--- src/rtl/traffic_phase_sched.sv ---
// Round-robin phase scheduler for the traffic light datapath: latches requests, issues
// one phase per valid/ready handshake, then waits for phase_done plus an all-red gap.
// Define SCHED_AGING_EN to build per-requester age counters and starvation priority.
module traffic_phase_sched #(
   parameter int unsigned ALL_RED  = 3,
   parameter int unsigned MAX_WAIT = 60,
   parameter int unsigned CNT_W    = 8
) (
   input  logic       clk,
   input  logic       rst,
   input  logic [3:0] req,
   input  logic       cmd_ready,
   input  logic       phase_done,
   output logic       cmd_valid,
   output logic [1:0] cmd_phase,
   output logic       busy,
   output logic [3:0] pending,
   output logic       starve
);

   // ALL_RED of 0 is treated as a single clearance cycle.
   localparam logic [CNT_W-1:0] CLR_LOAD = (ALL_RED == 0) ? '0 : CNT_W'(ALL_RED - 1);

   typedef enum logic [1:0] {IDLE, GRANT, BUSY, CLEAR} state_t;

   state_t           state, state_nxt;
   logic             cmd_valid_nxt;
   logic [1:0]       cmd_phase_nxt;
   logic [1:0]       ptr, ptr_nxt;
   logic [CNT_W-1:0] clr_cnt, clr_cnt_nxt;
   logic             accept;
   logic [3:0]       clr_mask;
   logic [3:0]       pending_nxt;
   logic [1:0]       rr_sel;
   logic [1:0]       rr_idx;
   logic [1:0]       win_sel;

   assign accept      = (state == GRANT) && cmd_valid && cmd_ready;
   assign clr_mask    = accept ? (4'b0001 << cmd_phase) : '0;
   assign pending_nxt = (pending & ~clr_mask) | req;
   assign busy        = (state != IDLE);

   // Scan from ptr+4 (ptr itself) down to ptr+1 so the nearest set bit after ptr is kept.
   always_comb begin
      rr_sel = ptr;
      rr_idx = ptr;
      for (int unsigned k = 4; k > 0; k--) begin
         rr_idx = ptr + 2'(k);
         if (pending[rr_idx]) rr_sel = rr_idx;
      end
   end

`ifdef SCHED_AGING_EN
   logic [CNT_W-1:0] age [4];
   logic [3:0]       old_flag;
   logic [1:0]       age_sel;
   logic             age_hit;

   always_comb begin
      old_flag = '0;
      age_sel  = '0;
      for (int unsigned i = 0; i < 4; i++) begin
         old_flag[i] = pending[i] && (32'(age[i]) >= MAX_WAIT);
      end
      for (int unsigned i = 4; i > 0; i--) begin
         if (old_flag[i-1]) age_sel = 2'(i - 1);
      end
      age_hit = |old_flag;
   end

   always_ff @(posedge clk) begin
      if (rst) begin
         for (int unsigned i = 0; i < 4; i++) age[i] <= '0;
         starve <= 1'b0;
      end else begin
         for (int unsigned i = 0; i < 4; i++) begin
            if (!pending[i] || clr_mask[i]) age[i] <= '0;
            else if (age[i] != '1)           age[i] <= age[i] + CNT_W'(1);
         end
         starve <= age_hit;
      end
   end

   assign win_sel = age_hit ? age_sel : rr_sel;
`else
   logic unused_cfg;

   assign unused_cfg = ^(32'(MAX_WAIT));
   assign starve     = 1'b0;
   assign win_sel    = rr_sel;
`endif

   always_comb begin
      state_nxt     = state;
      cmd_valid_nxt = cmd_valid;
      cmd_phase_nxt = cmd_phase;
      ptr_nxt       = ptr;
      clr_cnt_nxt   = clr_cnt;
      case (state)
         IDLE: begin
            if (pending != '0) begin
               cmd_phase_nxt = win_sel;
               cmd_valid_nxt = 1'b1;
               state_nxt     = GRANT;
            end
         end
         GRANT: begin
            if (accept) begin
               ptr_nxt       = cmd_phase;
               cmd_valid_nxt = 1'b0;
               state_nxt     = BUSY;
            end
         end
         BUSY: begin
            if (phase_done) begin
               clr_cnt_nxt = CLR_LOAD;
               state_nxt   = CLEAR;
            end
         end
         CLEAR: begin
            if (clr_cnt == '0) state_nxt = IDLE;
            else               clr_cnt_nxt = clr_cnt - CNT_W'(1);
         end
         default: state_nxt = IDLE;
      endcase
   end

   always_ff @(posedge clk) begin
      if (rst) begin
         state     <= IDLE;
         cmd_valid <= 1'b0;
         cmd_phase <= '0;
         ptr       <= 2'd3;
         clr_cnt   <= '0;
         pending   <= '0;
      end else begin
         state     <= state_nxt;
         cmd_valid <= cmd_valid_nxt;
         cmd_phase <= cmd_phase_nxt;
         ptr       <= ptr_nxt;
         clr_cnt   <= clr_cnt_nxt;
         pending   <= pending_nxt;
      end
   end

endmodule

--- config.mk ---
export PLATFORM = sky130hd
export DESIGN_NAME = traffic_phase_sched
export DESIGN_NICKNAME = d
export VERILOG_FILES = /design/src/rtl/traffic_phase_sched.sv
export SDC_FILE = /design/constraint.sdc
export NUM_CORES = 1
export LEC_CHECK = 0
export ABC_CLOCK_PERIOD_IN_PS = 3700
export CAP_MARGIN = 40
export CORE_ASPECT_RATIO = 1.1
export CORE_MARGIN = 10
export CORE_UTILIZATION = 36
export CTS_BUF_LIST = sky130_fd_sc_hd__clkbuf_16
export DETAILED_ROUTE_END_ITERATION = 8
export HOLD_SLACK_MARGIN = 0.05
export SLEW_MARGIN = 25
export SYNTH_ARGS = -nofsm -noshare
export SYNTH_HDL_FRONTEND = slang
export SYNTH_SLANG_ARGS = --single-unit
--- constraint.sdc ---
create_clock -name clk -period 3.7 [get_ports clk]
set_clock_uncertainty 0.1 [all_clocks]
set_input_delay 0.555 -clock clk [delete_from_list [all_inputs] [get_ports clk]]
set_output_delay 0.555 -clock clk [all_outputs]
set_load 0.03 [all_outputs]
==> qor.yml <==
status:
  status: "complete, no violations"
pwr:
  seqPwrFrac_pct: 33.3
  power_density_nw_per_um2: 711
  ir_drop_mv: 0.443
  comb_power_share_pct: 43.7
  p_sw_uw: 354
  clkPwrFrac_pct: 23.0
  p_total_uw: 940
  p_sw_share_pct: 37.7
  p_leak_nw: 0.517
  intPower_uw: 585
clocking:
  cts_tree: "done"
  clk_path_buf_depth: 2
  clock_latency_ns: 0.25
  cts_buffers: 3
  cts-root-buf: "clkbuf_16"
  postCtsSetupRepairBufs: 0
  clkSinkCount: 19
  postCtsHoldBufs: 0
  clkTransAtPathRegs_ns: 0.05
  cts.repair.resized: 0
  h-tree-depth: 1
sta:
  max_slew.worst_pin.slew_ns: 0.666
  setup_violations: 0
  rsz0062_at_grt: "false"
  holdWs_ns: 0.384
  hold_violations: 0
  drv_slew: 0
  timing.fmax_mhz: 424
  setup_ws_ns: 1.34
  slew_headroom_pct: 55.5
  tns_ns: 0
  min_period_ns: 2.36
  fin_crit_sh_pct: 63.7
layout:
  fill_cells: 293
  layout.nets: 156
  final_area_um2: 1320
  drive_above_1_share_pct: 6.38
  final_util_pct: 47.1
  area_delta_synth_final_pct: 23.9
  diodes: 0
  final_cell_count_no_fill: 174
placed_design:
  dpl_cell_area_um2: 1240
  pre_cts_slack_ns: 1.22
  io_buffers: 15
  place_hpwl_um: 1810
  place.gp.congestion: 0.799
  place_inst: 170
critical_path:
  critPathCaptureType: "primary output"
  cpMaxStageDelayCell: "clkdlybuf4s50_1"
  crit_fanout: 4
  cp.required_ns: 3.04
  cp_cell_sequence: "inv_1 > ha_1 > inv_1 > clkdlybuf4s50_1"
  cp-endpoint: "busy"
  cpMostUsedCell: "inv_1"
  r2r_cells: 6
  crit_arrival_ns: 1.70
  critPathLaunchType: "register"
  critPathMaxStageDelay_ns: 0.67
  crit_type: "register to primary output"
  setup.worst_path.start: "state[0]"
  r2r_end: "clr_cnt[4]"
  r2r_slack_ns: 1.81
  r2r-start: "state[0]"
yosys:
  synth_area_leaders: "dfxtp_1 36%, ha_1 7.0%, a21oi_1 5.6%"
  yosysUniqueCellTypes: 43
  synth_top_area_cell: "dfxtp_1"
  synthFlopType: "dfxtp_1"
  async_flop_share_pct: 0
  ys_ff_latch: 19
  synth_warnings: 0
  syn-cell-area_um2: 1070
  avgSynthCellArea_um2: 8.53
  netlist_instances: 125
  yosysSeqAreaShare_pct: 35.7
  synthTopCellsByCount: "19 x dfxtp_1, 12 x a21oi_1, 11 x nor2_1, 8 x inv_1, 8 x nand2_1"
  synth_top_cell_area_share_pct: 35.7
  synth-edff-count: 0
  synth_fp_nets: 139
  yosysMostFrequentCell: "dfxtp_1"
drt:
  vias: 936
  first_pass_iters: 4
  viasPerCell: 5.38
  routed_wl_um: 2330
  wl_per_cell_um: 13.4
  ant_nets: 0
  route.detailed.drc: 0
  drtIter0Drc: 37
global_route:
  grt.overflow.total: 0
  grt_usage_pct: 8.44
  grt_max_degree: 20
  grtUsageMet3_pct: 3.73
  antenna_found_initial: 0
  grt_pass1_vias: 919
  grtUsageMet2_pct: 12.8
  gr-max-usage-layer: "met2"
  use_met1_pct: 9.24
  grt_pass1_wl_um: 3920
min_path:
  hold_class: "register to register"
  hold_depth: 2
die:
  die_w_um: 71.9
  fp-row-count: 20
  pin_count: 17
  core_region_area_um2: 2800
  die-area_um2: 5540
  die_h_um: 77.1
  initial_utilization_pct: 38.0
run:
  maxCapViolCount: 0
-- worst max-delay path: cells and delay by family, from the launching register on --
| family | cells | cell delay (ns) |
|---|---|---|
| adders and majority gates | 1 | 0.25 |
| buffers and inverters | 3 | 0.85 |
| DFF | 1 | 0.36 |
-- registers in the layout (all words and copies together), names as in the netlist --
signal     count
clr_cnt        8
cmd_valid      1
state          2
pending        4
ptr            2
cmd_phase      2
-- layer usage --
layer | routed length, µm | up-vias
met5 | 0 | -
met4 | 75 | 0
met2 | 1060 | 18
met3 | 149 | 8
li1 | - | 484
met1 | 1050 | 426
-- worst min-delay path by stage --
stage                 end       start  slack, ns
2_1_floorplan  clr_cnt[7]  clr_cnt[7]       0.35
3_3_place_gp   clr_cnt[7]  clr_cnt[7]       0.37
3_5_place_dp   clr_cnt[7]  clr_cnt[7]       0.38
4_1_cts        clr_cnt[7]  clr_cnt[7]       0.39
5_1_grt        clr_cnt[7]  clr_cnt[7]       0.41
6_report       clr_cnt[7]  clr_cnt[7]       0.38
-- power by group through the flow --
stage	Clock (mW)	Combinational, mW	Sequential [mW]
floorplan	0	0.283	0.329
detailed placement	0	0.413	0.317
global placement	0	0.403	0.315
global route	0.230	0.458	0.323
CTS	0.223	0.415	0.313
finish	0.216	0.410	0.313
-- cells by family (layout without fill, tap and decap cells) --
family	after synthesis	count (layout)	share of synthesized area (%)
xor gates and xnor gates	2	2	1.64
DFF	19	19	35.7
other	1	1	0.352
buffers and inverters	11	27	4.23
AOI/OAI and AO/OA	33	33	21.8
adders and majority gates	6	6	7.04
muxes	3	3	2.93
and+or+nand+nor	50	50	26.3
-- layout by cell type, fill, tap and decap left out, types with 2 or more instances in the layout --
cell / synthesis / layout
nand2b_1: 6 / 6
o211ai_1: 2 / 2
clkbuf_16: 0 / 3
o31ai_1: 2 / 2
xor2_1: 2 / 2
dfxtp_1: 19 / 19
clkdlybuf4s50_1: 0 / 15
nor4_1: 2 / 2
o211ai_2: 2 / 2
a311oi_1: 3 / 3
or3_1: 4 / 4
nand2_1: 8 / 8
ha_1: 6 / 6
a21oi_1: 12 / 12
mux2i_1: 2 / 2
or4_1: 2 / 2
inv_1: 8 / 9
o21ai_0: 3 / 3
nor2_1: 11 / 11
nand3_1: 3 / 3
nor3_1: 3 / 3
-- cell type report --
class                   instances  area (µm²)  area share [%]
flip-flops and latches         19         380            28.8
repair buffers                 15         150            11.4
well taps                      33        41.3            3.12
clock buffers                   3        75.1            5.68
inverters                       8        30.0            2.27
multi-input cells              95         641            48.5
clock inverters                 1        3.75           0.284
(Power assumes the default switching activity.)
